**config.mk**
```make
export PLATFORM = sky130hd
export DESIGN_NAME = fpu_arbiter
export DESIGN_NICKNAME = d
export VERILOG_FILES = /design/src/rtl/fpu_pkg.sv /design/src/rtl/fpu_arbiter_rr_pick.sv /design/src/rtl/fpu_arbiter.sv
export SDC_FILE = /design/constraint.sdc
export NUM_CORES = 1
export LEC_CHECK = 0
export ABC_AREA = 1
export CORE_AREA = 10 10 160 162
export DETAILED_ROUTE_END_ITERATION = 10
export DIE_AREA = 0 0 170 172
export PLACE_DENSITY_LB_ADDON = 0.15
export SETUP_SLACK_MARGIN = 0.3
export SYNTH_ARGS = -nofsm -noshare
export SYNTH_HDL_FRONTEND = slang
export SYNTH_SLANG_ARGS = --single-unit
```
**constraint.sdc**
```tcl
create_clock -name clock -period 2.85 [get_ports clock]
set_input_delay 0.4275 -clock clock [delete_from_list [all_inputs] [get_ports clock]]
set_output_delay 0.4275 -clock clock [all_outputs]
set_load 0.02 [all_outputs]
```
**src/rtl/fpu_pkg.sv**
```systemverilog
// fpu_pkg: shared types and constants for the fpu request arbiter.
//   op_t          legal fpu opcodes (add/sub/mul/div)
//   arb_state_t   arbiter sequencer states
//   FPU_NAN_VALUE default result word returned on error or abort
//   is_legal_op   1 when an opcode is one the fpu understands
package fpu_pkg;

  typedef enum logic [3:0] {
    OP_ADD = 4'b0000,
    OP_SUB = 4'b0001,
    OP_MUL = 4'b0010,
    OP_DIV = 4'b0011
  } op_t;

  typedef enum logic [2:0] {
    IDLE  = 3'd0,
    ISSUE = 3'd1,
    WAIT  = 3'd2,
    DRAIN = 3'd3,
    RESP  = 3'd4
  } arb_state_t;

  localparam logic [31:0] FPU_NAN_VALUE = 32'hFFFF_FFFF;

  // The four legal opcodes are exactly 4'b00xx.
  function automatic logic is_legal_op(input logic [3:0] op);
    return (op[3:2] == 2'b00);
  endfunction

endpackage

```
**src/rtl/fpu_arbiter_rr_pick.sv**
```systemverilog
// rr_pick: combinational round-robin priority select.
//   req_valid  in  N   pending requests
//   ptr        in  PW  index searched first; search wraps modulo N
//   grant      out PW  first valid index at or after ptr (0 when none)
//   any_valid  out 1   at least one request is pending
module rr_pick #(
  parameter int N  = 4,
  parameter int PW = 2
) (
  input  logic [N-1:0]  req_valid,
  input  logic [PW-1:0] ptr,
  output logic [PW-1:0] grant,
  output logic          any_valid
);

  logic [PW:0] idx;

  always_comb begin
    grant     = '0;
    any_valid = 1'b0;
    idx       = '0;
    for (int i = 0; i < N; i++) begin
      // One extra bit holds ptr+i before the modulo-N wrap.
      idx = {1'b0, ptr} + (PW+1)'(i);
      if (idx >= (PW+1)'(N)) idx = idx - (PW+1)'(N);
      if (!any_valid && req_valid[idx[PW-1:0]]) begin
        any_valid = 1'b1;
        grant     = idx[PW-1:0];
      end
    end
  end

endmodule

```
**src/rtl/fpu_arbiter.sv**
```systemverilog
// fpu_arbiter: shares one fpu between N requesters, one operation at a time.
//   clock, reset_n            clock; asynchronous active-low reset
//   req_valid/op/a/b          per-requester operation (slices of 4 / 32 / 32 bits)
//   req_ack                   one-cycle pulse in the cycle request i is captured
//   resp_valid/result/error   result for the granted requester, held until resp_ack
//   resp_ack                  requester i consumed its result
//   fpu_operation/data_a/b    operands to the fpu, from the capture registers
//   fpu_input_rdy/ack         operand handshake with the fpu
//   fpu_output_rdy/ack        result handshake with the fpu
//   fpu_result                result word from the fpu, sampled with fpu_output_rdy
//   busy                      an operation is in flight
//   dbg_state                 current sequencer state
//
// Handshakes: every valid/rdy stays high until its partner's ack/ready has
// been seen at a clock edge; the arbiter never withdraws fpu_input_rdy or
// resp_valid early except on a watchdog abort or reset. req_ack is a
// combinational pulse in the grant cycle; the request is captured on that edge.
module fpu_arbiter
  import fpu_pkg::*;
#(
  parameter int          N         = 4,
  parameter int          TIMEOUT   = 255,
  parameter logic [31:0] NAN_VALUE = FPU_NAN_VALUE
) (
  input  logic            clock,
  input  logic            reset_n,
  input  logic [N-1:0]    req_valid,
  input  logic [4*N-1:0]  req_op,
  input  logic [32*N-1:0] req_a,
  input  logic [32*N-1:0] req_b,
  output logic [N-1:0]    req_ack,
  output logic [N-1:0]    resp_valid,
  output logic [31:0]     resp_result,
  output logic            resp_error,
  input  logic [N-1:0]    resp_ack,
  output logic [3:0]      fpu_operation,
  output logic [31:0]     fpu_data_a,
  output logic [31:0]     fpu_data_b,
  output logic            fpu_input_rdy,
  input  logic            fpu_input_ack,
  input  logic            fpu_output_rdy,
  input  logic [31:0]     fpu_result,
  output logic            fpu_output_ack,
  output logic            busy,
  output arb_state_t      dbg_state
);

  localparam int              PW      = (N > 1) ? $clog2(N) : 1;
  localparam int              WD_W    = $clog2(TIMEOUT + 1);
  localparam logic [WD_W-1:0] WD_LAST = WD_W'(TIMEOUT - 1);

  arb_state_t      state_q, state_d;
  logic [PW-1:0]   ptr_q, g_q;
  logic [3:0]      op_q;
  logic [31:0]     a_q, b_q, result_q;
  logic            error_q;
  logic [WD_W-1:0] wdog_q;

  logic [PW-1:0]   pick_idx;
  logic            any_valid;
  logic [3:0]      sel_op;
  logic [31:0]     sel_a, sel_b;
  logic            sel_legal;
  logic            wd_expired;

  rr_pick #(.N(N), .PW(PW)) u_rr_pick (
    .req_valid (req_valid),
    .ptr       (ptr_q),
    .grant     (pick_idx),
    .any_valid (any_valid)
  );

  assign sel_op     = req_op[{pick_idx, 2'b00} +: 4];
  assign sel_a      = req_a[{pick_idx, 5'b00000} +: 32];
  assign sel_b      = req_b[{pick_idx, 5'b00000} +: 32];
  assign sel_legal  = is_legal_op(sel_op);
  // The watchdog restarts at every state change, so this marks the
  // TIMEOUT-th consecutive cycle spent in the current fpu wait state.
  assign wd_expired = (wdog_q == WD_LAST);

  // State register
  always_ff @(posedge clock or negedge reset_n) begin
    if (!reset_n) state_q <= IDLE;
    else          state_q <= state_d;
  end

  // Next-state logic; a normal handshake event wins over a same-cycle timeout.
  always_comb begin
    state_d = state_q;
    unique case (state_q)
      IDLE:  if (any_valid) state_d = sel_legal ? ISSUE : RESP;
      ISSUE: begin
        if (fpu_input_ack)   state_d = WAIT;
        else if (wd_expired) state_d = RESP;
      end
      WAIT: begin
        if (fpu_output_rdy)  state_d = DRAIN;
        else if (wd_expired) state_d = RESP;
      end
      DRAIN: if (!fpu_output_rdy || wd_expired) state_d = RESP;
      RESP:  if (resp_ack[g_q]) state_d = IDLE;
      default: state_d = IDLE;
    endcase
  end

  // Capture registers, round-robin pointer and watchdog.
  always_ff @(posedge clock or negedge reset_n) begin
    if (!reset_n) begin
      ptr_q    <= '0;
      g_q      <= '0;
      op_q     <= '0;
      a_q      <= '0;
      b_q      <= '0;
      result_q <= '0;
      error_q  <= 1'b0;
      wdog_q   <= '0;
    end else begin
      if (state_d != state_q)
        wdog_q <= '0;
      else if (state_q == ISSUE || state_q == WAIT || state_q == DRAIN)
        wdog_q <= wdog_q + WD_W'(1);

      unique case (state_q)
        IDLE: if (any_valid) begin
          g_q   <= pick_idx;
          ptr_q <= (pick_idx == PW'(N - 1)) ? '0 : pick_idx + PW'(1);
          op_q  <= sel_op;
          a_q   <= sel_a;
          b_q   <= sel_b;
          if (!sel_legal) begin
            result_q <= NAN_VALUE;
            error_q  <= 1'b1;
          end
        end
        ISSUE: if (!fpu_input_ack && wd_expired) begin
          result_q <= NAN_VALUE;
          error_q  <= 1'b1;
        end
        WAIT: begin
          if (fpu_output_rdy) begin
            result_q <= fpu_result;
            error_q  <= 1'b0;
          end else if (wd_expired) begin
            result_q <= NAN_VALUE;
            error_q  <= 1'b1;
          end
        end
        // A DRAIN timeout keeps the result already captured in WAIT.
        default: ;
      endcase
    end
  end

  // Outputs
  always_comb begin
    req_ack        = '0;
    resp_valid     = '0;
    resp_result    = '0;
    resp_error     = 1'b0;
    fpu_input_rdy  = 1'b0;
    fpu_output_ack = 1'b0;
    if (state_q == IDLE && any_valid) req_ack[pick_idx] = 1'b1;
    if (state_q == ISSUE) fpu_input_rdy = 1'b1;
    if (state_q == DRAIN) fpu_output_ack = 1'b1;
    if (state_q == RESP) begin
      resp_valid[g_q] = 1'b1;
      resp_result     = result_q;
      resp_error      = error_q;
    end
  end

  assign fpu_operation = op_q;
  assign fpu_data_a    = a_q;
  assign fpu_data_b    = b_q;
  assign busy          = (state_q != IDLE);
  assign dbg_state     = state_q;

endmodule
```
==> summary.txt, run 1 <==
Outcome: finished clean
Via/cell ratio: 4.95
Initial antenna violation count: 8
Critical path peak fanout: 6
Syn_area_per_cell: 7.70 um2
WL per Instance: 21.1 um
Die span in x: 170 um
Worst Skew: 0.00951 ns
Fmax: 365 MHz
Count of cell types in the netlist: 36
Static leakage power: 5.67 nW
Buffer levels on the longest clock path: 2
Worst hold path class: in2async
Cell taking the most area after synthesis: dfrtp_1
Starting density of the core: 32.4%
Mapped cell area: 7240 um2
Slew @ Worst Pin: 0.538 ns
Die footprint: 29200 um2
Post-synthesis register bit count: 116
Hpwl dp: 26200 um
Core footprint: 22400 um2
Final Hold Vio Count: 0
Fin crit share: 96.0%
Clock tree from TritonCTS: built
Area share of the largest cell type after synthesis: 40.1%
Final setup fails: 0
Vias in the first global route: 8452
Post-Place Worst Slack: -0.301 ns
# rows: 55
Req. time, crit path: 2.42 ns
Fill cells: 2085
Crit. End Element: primary output
Crit path kind: reg2out
Mapped Nets: 1262
# IOs: 431
Clk root buf: clkbuf_16
Slew Limit Fails: 0
Total GRT Usage: 22.1%
Post-DRT Antenna Nets: 0
Main flop type after synthesis: dfrtp_1
Tmin final: 2.74 ns
Cells after synthesis: 940
Routability Congestion: 0.878
EDFF count, synth: 0
Post-synth top cells: nor2_1, dfrtp_1, nand2_1
Worst-skew pair later-pin latency: 0.42 ns
Register area: 2910 um2
Most common cell in the synthesized netlist: nor2_1
Util after Layout: 58.3%
VDD IR max: 0.000825 V
Total gr overflow: 0
DR pass1 iterations: 5
CP startpoint kind: flip-flop
Fin Setup TNS: 0 ns
Worst hold slack: 0.414 ns
Max-slew headroom: 64.1%
Multi-input logic area: 3930 um2
# DRC: 0
Worst Setup SP: ptr_q[0]
Post-Route WL: 35500 um
Seq/Total Area, Yosys: 40.1%
Final layout net count: 1701
Die height: 172 um
Htree depth: 4
Port bufs: 430
Total power: 19.0 mW
Global-route wire length before repair: 49600 um
Async S/R FF share, synth: 100%
Worst r2r src: ptr_q[0]
Total number of vias: 8335
PnR worst setup slack: 0.113 ns
YS warnings: 0
Syn-to-layout area delta: 80.1%
Largest net degree at the start of global routing: 84
CTS buffer count: 17
PwrDens: 1460 nW/um2
Reg clk slew, reported paths: 0.06 ns
Iter 0 DRT Violations: 493
Max-cap viol count: 0
Share of cells above drive strength 1: 16.0%
Largest cells by area after synthesis: dfrtp_1, nor2_1, o21ai_0
RSZ-0062 raised after global routing: yes
CP arrival: 2.31 ns
Clock sinks: 116
[power by group]
| part | switching [mW] | leakage [nW] | total (mW) | internal [mW] |
|---|---|---|---|---|
| registers | 0.393 | 1.29 | 2.79 | 2.40 |
| clock network | 0.863 | 0.269 | 2.09 | 1.23 |
| logic | 8.12 | 4.11 | 14.1 | 5.98 |
| total | 9.38 | 5.67 | 19.0 | 9.60 |
[cell families after synthesis]
group           Yosys count  share of synthesized area, %
fa+ha+maj                 6                          1.04
xor+xnor                  7                         0.847
buf+inv                 136                          8.27
flops                   116                          40.1
compound gates          263                          23.7
mux                      12                          1.66
simple gates            400                          24.4
[worst paths after layout]
| kind | to | slack (ns) | cells past startpoint |
|---|---|---|---|
| min in group clock | fpu_data_b[15] | 0.49 | 2 |
| max reg2reg | result_q[13] | 0.22 | 18 |
| max in group asynchronous | fpu_data_b[21] | 1.69 | 3 |
| min reg2reg | fpu_data_b[15] | 0.49 | 2 |
| min | result_q[0] | 0.41 | 2 |
| max | req_ack[3] | 0.11 | 13 |
[layout by cell type, fill, tap and decap left out, drive strengths merged, types with 7 or more instances in the layout]
master / synthesis / layout
a21oi: 38 / 38
a31oi: 27 / 27
buf: 31 / 56
clkbuf: 37 / 24
clkdlybuf4s50: 0 / 388
clkinv: 1 / 10
dfrtp: 116 / 116
diode: 0 / 7
dlygate4sd2: 0 / 37
inv: 67 / 67
mux2i: 12 / 12
nand2: 113 / 113
nand3: 22 / 22
nand4: 9 / 9
nor2: 192 / 192
nor3: 7 / 7
o211ai: 29 / 29
o21ai: 102 / 102
o21bai: 27 / 27
o221ai: 12 / 12
o311ai: 27 / 27
or2: 55 / 55
[state kept, by name (all words and copies together), names as in the netlist]
register	count
error_q	1
fpu_data_a	32
g_q	2
ptr_q	2
wdog_q	8
fpu_data_b	32
result_q	32
dbg_state	3
fpu_operation	4
[critical path, stage by stage, from the launching register on]
cell and delay, ns:
dfrtp_2 0.47, clkinv_4 0.10, buf_6 0.13, nand2_2 0.06, nand3_2 0.11, nand2_4 0.07
nor2_4 0.18, nand4_1 0.16, nand2_4 0.17, inv_4 0.06, ha_4 0.16, inv_4 0.06
nor2_4 0.03, buf_6 0.12
[through the flow]
step / instance area (um2) / cells
2_1_floorplan: 7250 / 940
4_1_cts: 12600 / 1664
3_3_place_gp: 11900 / 1623
3_5_place_dp: 11900 / 1623
6_report: 13000 / 1684
5_1_grt: 13000 / 1683
[per-layer routing]
metal | up-vias | share of wire [%] | GRT usage, %
met5 | - | 0.076 | 0
met4 | 4 | 3.2 | 10.3
met3 | 62 | 8.6 | 8.16
met2 | 324 | 51 | 38.3
met1 | 3875 | 37 | 23.4
li1 | 4070 | - | -
[layout make-up]
type,instances,share of cell area [%]
Timing Repair Buffer,488,38.3
Multi-Input combinational cell,688,30.1
Sequential cell,116,22.3
Clock buffer,18,3.37
Tap cell,285,2.74
Inverter,68,2.07
Clock inverter,14,1.01
Antenna cell,7,0.134
[timing repair]
action,CTS,global route
setup endpoints to repair,150,114
hold endpoints to repair,13,0
setup buffers,8,7
cloned,0,6
gates resized for setup,94,49
pin swaps,13,17
hold buffers,1,0
Note: power is estimated with default switching activity, not from simulation.
==> run 2, diff against run 1 <==
CORE_AREA = 10 10 158 160   (was 10 10 160 162)
DIE_AREA = 0 0 168 170   (was 0 0 170 172)
REMOVE_ABC_BUFFERS = 1   (was not set)
==> summary.txt, run 2 (synthesized netlist as in run 1, its figures left out) <==
Crit path kind: reg2out
Fmax: 349 MHz
Clock sinks: 116
CP most frequent cell: buf_6
CTS buffer count: 17
CP bufs+invs: 7
Global Route met1 Usage: 23.4%
Final setup fails: 1
Power share of the combinational group: 75.2%
RSZ-0062 raised after global routing: yes
Iter 0 DRT Violations: 461
Reg-to-reg slack, setup: 0.13 ns
Die span in x: 168 um
Failing checks: negative setup slack
Req. time, crit path: 2.42 ns
VDD IR max: 0.000956 V
Fin Setup TNS: -0.0133 ns
WL per Instance: 21.2 um
Worst Skew: 0.00863 ns
Worst r2r src: ptr_q[0]
Crit path max-delay family: buffers and inverters
Buffer levels on the longest clock path: 2
Slew Limit Fails: 0
Met2 GRT Util: 40.6%
Most common cell after layout, fill and taps aside: clkdlybuf4s50_1
Most frequent cells in the layout: clkdlybuf4s50_1, nor2_1, dfrtp_1
Final Hold Vio Count: 0
Worst Setup SP: ptr_q[0]
Routability Congestion: 0.867
Worst setup path endpoint: req_ack[1]
Htree depth: 4
Starting density of the core: 33.4%
Critical path peak fanout: 5
CP arrival: 2.44 ns
Critical path cell sequence: buf_6 > buf_6 > nand2_4 > nand2_4 > buf_4 > o21ai_1 > nand3_4 > nand3_4 > clkinv_4 > buf_6 > ha_4 > inv_4 > nor2_4 > buf_6
Crit. End Element: primary output
Placed Area: 11900 um2
Max-slew headroom: 41.5%
Reg power frac: 13.6%
Static leakage power: 5.87 nW
Total gr overflow: 0
Tmin final: 2.86 ns
Vias in the first global route: 8256
Sw frac: 47.9%
Clk root buf: clkbuf_16
Core footprint: 21700 um2
Die height: 170 um
PwrDens: 1520 nW/um2
# IOs: 431
Util after Layout: 61.9%
Worst path max stage delay: 0.46 ns
# rows: 54
CP startpoint kind: flip-flop
Critical path's slowest cell: dfrtp_2
Internal power: 10.6 mW
Initial antenna violation count: 0
Worst-skew pair later-pin latency: 0.42 ns
Post-Route WL: 35700 um
Global-route wire length before repair: 49500 um
Final Cell Area: 13400 um2
Worst R2R End: result_q[15]
Net load switching power: 9.80 mW
Largest net degree at the start of global routing: 68
# DRC: 0
Fill cells: 1915
Gr busiest metal: met2
Fin crit share: 100%
Clock tree from TritonCTS: built
Worst hold path class: in2async
Syn-to-layout area delta: 85.6%
Post-DRT Antenna Nets: 0
Die footprint: 28600 um2
Via/cell ratio: 4.99
Total number of vias: 8387
Share of cells above drive strength 1: 19.8%
Hpwl dp: 26200 um
Total power: 20.4 mW
Outcome: complete, but fails checks
M3 GR Usage: 8.94%
Max-cap viol count: 0
Slew @ Worst Pin: 0.877 ns
Reg clk slew, reported paths: 0.06 ns
Final layout net count: 1710
DR pass1 iterations: 5
PnR worst setup slack: -0.0133 ns
WP depth: 14
Clock network fraction of design power: 11.2%
Worst R2R Path Depth: 17
Port bufs: 430
Total GRT Usage: 22.3%
[run 2: worst min-delay path by stage]
stage | startpoint | to | slack (ns) | depth (start not counted)
floorplan | reset_n | dbg_state[0] | 0.13 | 0
global placement | fpu_data_a[5] | fpu_data_a[5] | 0.47 | 2
detailed placement | fpu_operation[2] | fpu_operation[2] | 0.47 | 2
CTS | reset_n | result_q[10] | 0.15 | 1
global route | reset_n | result_q[10] | 0.18 | 1
finish | reset_n | result_q[10] | 0.12 | 1
[run 2: metrics by stage]
stage	setup slack, ns	hold WS, ns	instances
after floorplan	-2.04	0.132	872
after global placement	-0.181	0.472	1620
after detailed placement	-0.202	0.474	1620
after CTS	0.0737	0.153	1658
after global routing	-0.111	0.179	1681
final	-0.0133	0.119	1682
[run 2: timing repair]
action                     4_1_cts  5_1_grt
hold buffers                     0        0
buffers inserted                 5       15
gates resized for setup         64      184
cloned                           1        8
pin swaps                        8       35
setup endpoints to repair      122      111
[run 2: area by class of cell]
| class | count | area [um2] | share of cell area (%) |
|---|---|---|---|
| diodes | 1 | 2.50 | 0.0186 |
| flip-flops and latches | 116 | 2900 | 21.6 |
| well taps | 280 | 350 | 2.61 |
| inverters | 68 | 273 | 2.03 |
| repair buffers | 497 | 5170 | 38.5 |
| clock buffers | 19 | 443 | 3.30 |
| clock inverters | 13 | 181 | 1.35 |
| multi-input cells | 688 | 4110 | 30.6 |
[run 2: per-layer routing]
metal / routed length [um] / up-vias
li1: - / 4086
met1: 12900 / 3952
met2: 18800 / 314
met3: 3380 / 35
met4: 556 / 0
met5: 0 / -
[run 2: power by group through the flow]
stage          combinational, mW  clock (mW)  sequential (mW)
5_1_grt                     16.7        2.39             2.86
2_1_floorplan               6.14           0             3.36
6_report                    15.4        2.29             2.77
4_1_cts                     12.9        2.33             2.77
3_5_place_dp                12.6           0             2.79
3_3_place_gp                12.5           0             2.78
